--- config.mk ---
export PLATFORM = sky130hd
export DESIGN_NAME = arb2_stream_merge
export DESIGN_NICKNAME = d
export VERILOG_FILES = /design/src/rtl/arb2_stream_merge.sv
export SDC_FILE = /design/constraint.sdc
export NUM_CORES = 1
export LEC_CHECK = 0
export ABC_AREA = 0
export CAP_MARGIN = 15
export CORE_ASPECT_RATIO = 0.5
export CORE_MARGIN = 8
export CORE_UTILIZATION = 40
export DETAILED_ROUTE_END_ITERATION = 6
export PLACE_DENSITY = 0.81
export SKIP_CTS_REPAIR_TIMING = 1
export SLEW_MARGIN = 25
export SYNTH_ARGS = -nofsm -noshare
export SYNTH_HDL_FRONTEND = slang
export SYNTH_SLANG_ARGS = --single-unit
--- constraint.sdc ---
create_clock -name clk -period 1.67 [get_ports clk]
set_clock_uncertainty 0.15 [all_clocks]
set_input_delay 0.2505 -clock clk [delete_from_list [all_inputs] [get_ports clk]]
set_output_delay 0.2505 -clock clk [all_outputs]
set_load 0.02 [all_outputs]
--- src/rtl/arb2_stream_merge.sv ---
// rtl/arb2_stream_merge.sv - two-channel round-robin valid/ready merge into a single output register
module arb2_stream_merge #(
  parameter int WIDTH = 32
) (
  input  logic             clk,
  input  logic             clrn,
  input  logic             a0_valid,
  input  logic [WIDTH-1:0] a0_data,
  output logic             a0_ready,
  input  logic             a1_valid,
  input  logic [WIDTH-1:0] a1_data,
  output logic             a1_ready,
  output logic             y_valid,
  output logic [WIDTH-1:0] y_data,
  output logic             s,
  input  logic             y_ready
);

  typedef enum logic {PRI0 = 1'b0, PRI1 = 1'b1} pri_t;

  pri_t pri, pri_nxt;
  logic load, grant0, grant1, acc0, acc1;

  // Readies are gated by clrn so nothing is offered while reset is held.
  always_comb begin
    load    = !y_valid | y_ready;
    grant0  = a0_valid & (!a1_valid | (pri == PRI0));
    grant1  = a1_valid & (!a0_valid | (pri == PRI1));
    acc0    = clrn & load & grant0;
    acc1    = clrn & load & grant1;
    pri_nxt = pri;
    if (acc0) begin
      pri_nxt = PRI1;
    end else if (acc1) begin
      pri_nxt = PRI0;
    end
  end

  assign a0_ready = acc0;
  assign a1_ready = acc1;

  always_ff @(posedge clk or negedge clrn) begin
    if (!clrn) begin
      pri <= PRI0;
    end else begin
      pri <= pri_nxt;
    end
  end

  always_ff @(posedge clk or negedge clrn) begin
    if (!clrn) begin
      y_valid <= 1'b0;
      y_data  <= '0;
      s       <= 1'b0;
    end else if (acc0) begin
      y_valid <= 1'b1;
      y_data  <= a0_data;
      s       <= 1'b0;
    end else if (acc1) begin
      y_valid <= 1'b1;
      y_data  <= a1_data;
      s       <= 1'b1;
    end else if (y_ready) begin
      y_valid <= 1'b0;
    end
  end

endmodule

==> results.toml <==
[timing]
setup-violations-final = 1
worstMarginPinSlew_ns = 0.420
finalHoldViolCount = 35
holdWs_ns = -0.121
timing.final.crit_share = 1.00
clock.fmax_ghz = 0.599
rsz0062_at_grt = "true"
slew_viol_final = 0
final.setup.worst_slack_ns = -0.000513
maxSlewHeadroom = 0.720
fin_crit_ns = 1.67

[placement]
io_buffers = 104
place_area_mm2 = 0.00311
dpl.hpwl_um = 4950
preCtsSetupSlack_ns = -0.528
gp_congestion = 0.773

[setup_path]
critical_path_class = "reg2out"
r2r_setup_slack_ns = 0.09
cp_top_family = "flip-flops"
critical_path_buf_inv_count = 1
cp_cell_sequence = "nor2b_2, nor3_4, buf_6"
r2r_cells = 4
endpoint = "a0_ready"
cpPeakStageDelay_ns = 0.42
r2r_end = "y_data[25]"
cp-startpoint = "y_valid"
crit_cells = 3
required_ns = 1.27
r2r-start = "y_valid"
critPathCaptureType = "primary output"
startpoint_type = "register"
worstPathArrival_ns = 1.27
cp_slowest_cell = "dfrtp_1"
worst-path-max-fanout = 3

[drt]
wl_um = 7280
drt_first_pass_iters = 4
viasPerCell = 6.01
ant_nets = 0
post_drt_wl_per_cell_um = 19.4
drc = 0
first_iter_violations = 145
vias = 2252

[layout]
area_growth_pct = 69.4
final_util = 0.695
fillers = 374
drive_gt1_frac = 0.125
final_cell_mix = "clkdlybuf4s50_1, a31oi_1, dlymetal6s2s_1"
nets = 373
layout_commonest_cell = "clkdlybuf4s50_1"
final_area_mm2 = 0.00338
diodes = 0

[floorplan]
die_width_um = 116
die_y_um = 65.9
io_pins = 105
rows = 18
start_util = 0.410
die-area_mm2 = 0.00764
core_area_mm2 = 0.00486

[synthesis]
synthesis.nets = 283
yosys.cell_types.count = 21
ys_seq_area_frac = 0.439
synthCells = 214
yosysWarningCount = 0
syn_avg_cell_area_um2 = 9.33
synth_seq_cells = 35
synth_area_leaders = "dfrtp_1, a31oi_1, o31ai_1, nand4_1, clkbuf_1"
synth_top_area_share = 0.439
synth_top_area_cell = "dfrtp_1"
synth_area_mm2 = 0.00200

[grt]
grtUsageTotal = 0.175
grt_max_degree = 101
antenna_found_initial = 0
grt_pass1_vias = 2230
grt_first_pass_wirelength_um = 10800
overflow = 0

[cts]
cts.sinks = 35
clock_latency_ns = 0.28
htreeDepth = 2
clock_path_buffers = 2
cts_root_buffer = "clkbuf_8"
clk_pin_slew_worst_paths_ns = 0.07
cts_tree = "yes"
cts_buffers = 5

[power_and_ir_drop]
pwr-share-seq = 0.365
ir_worst_vdd_mv = 0.368
comb_power_share = 0.412
p_int_uw = 1990
p_sw_frac = 0.344
p_switching_uw = 1040
pwr_density_cell_mw_per_mm2 = 895
leakage_uw = 0.00146
total_power_uw = 3030
p_clk_frac = 0.223

[status]
status = "finished, violations left"
violations = "negative hold slack, negative setup slack"

[min_path]
hp-class = "in2async"

[job]
maxCapViolCount = 0
[power by group through the flow]
| stage | Combinational (uW) | Sequential (uW) | Clock, uW |
|---|---|---|---|
| after floorplan | 404 | 1310 | 0 |
| after global placement | 1220 | 1110 | 0 |
| after detailed placement | 1250 | 1120 | 0 |
| after CTS | 1250 | 1110 | 687 |
| after global routing | 1330 | 1120 | 715 |
| final | 1250 | 1100 | 676 |
[stage by stage]
step	instances	TNS, ns
finish	375	-0.000513
global route	375	-0.0266
CTS	374	-5.85
detailed placement	366	-15.40
global placement	366	-12.77
floorplan	214	0
[cell families (layout without fill, tap and decap cells)]
| group | after synthesis | after routing | synth area share |
|---|---|---|---|
| buf+inv | 40 | 131 | 0.0947 |
| flops | 35 | 35 | 0.439 |
| simple gates | 38 | 38 | 0.121 |
| compound gates | 101 | 101 | 0.345 |
[worst reg2reg max path, cell delays in order, from the launching register on]
cell and delay, ns:
dfrtp_1 0.41, nor2b_2 0.28, buf_6 0.32, o31ai_1 0.14, a31oi_1 0.20
[routing by layer]
metal | share of wire | track usage | up-vias
li1 | - | - | 1057
met4 | 0.020 | 0.0752 | 0
met3 | 0.049 | 0.0310 | 13
met5 | 0 | 0 | -
met2 | 0.55 | 0.332 | 83
met1 | 0.38 | 0.189 | 1099
[synthesized netlist by cell type]
cell / number
nand4_1: 32
a31oi_1: 63
clkbuf_2: 1
o2111ai_1: 1
a21o_1: 1
buf_6: 4
nand2b_1: 1
inv_1: 4
o21ai_0: 1
or2_1: 2
dfrtp_1: 35
o31ai_1: 32
buf_2: 6
and3_4: 1
nor2b_1: 1
a21boi_2: 1
a31oi_2: 1
buf_1: 1
a21bo_2: 1
clkbuf_1: 24
nor3_1: 1
[final cells by class]
class / instances / area, um^2 / share of cell area
well taps: 70 / 87.6 / 0.0259
clock buffers: 8 / 100 / 0.0296
multi-input cells: 139 / 985 / 0.291
repair buffers: 119 / 1320 / 0.390
inverters: 4 / 15.0 / 0.00444
flip-flops and latches: 35 / 876 / 0.259
[sequential cells by signal, summed over array words and instances, names as in the netlist]
register	cells
pri	1
s	1
y_data	32
y_valid	1
[worst min-delay path by stage]
stage | start | endpoint | slack, ns
finish | clrn | pri | -0.12
CTS | clrn | y_data[19] | -0.13
detailed placement | clrn | y_data[19] | 0.18
floorplan | clrn | pri | -0.20
global placement | clrn | pri | 0.17
global route | clrn | y_data[17] | -0.11
(Power assumes the default switching activity.)
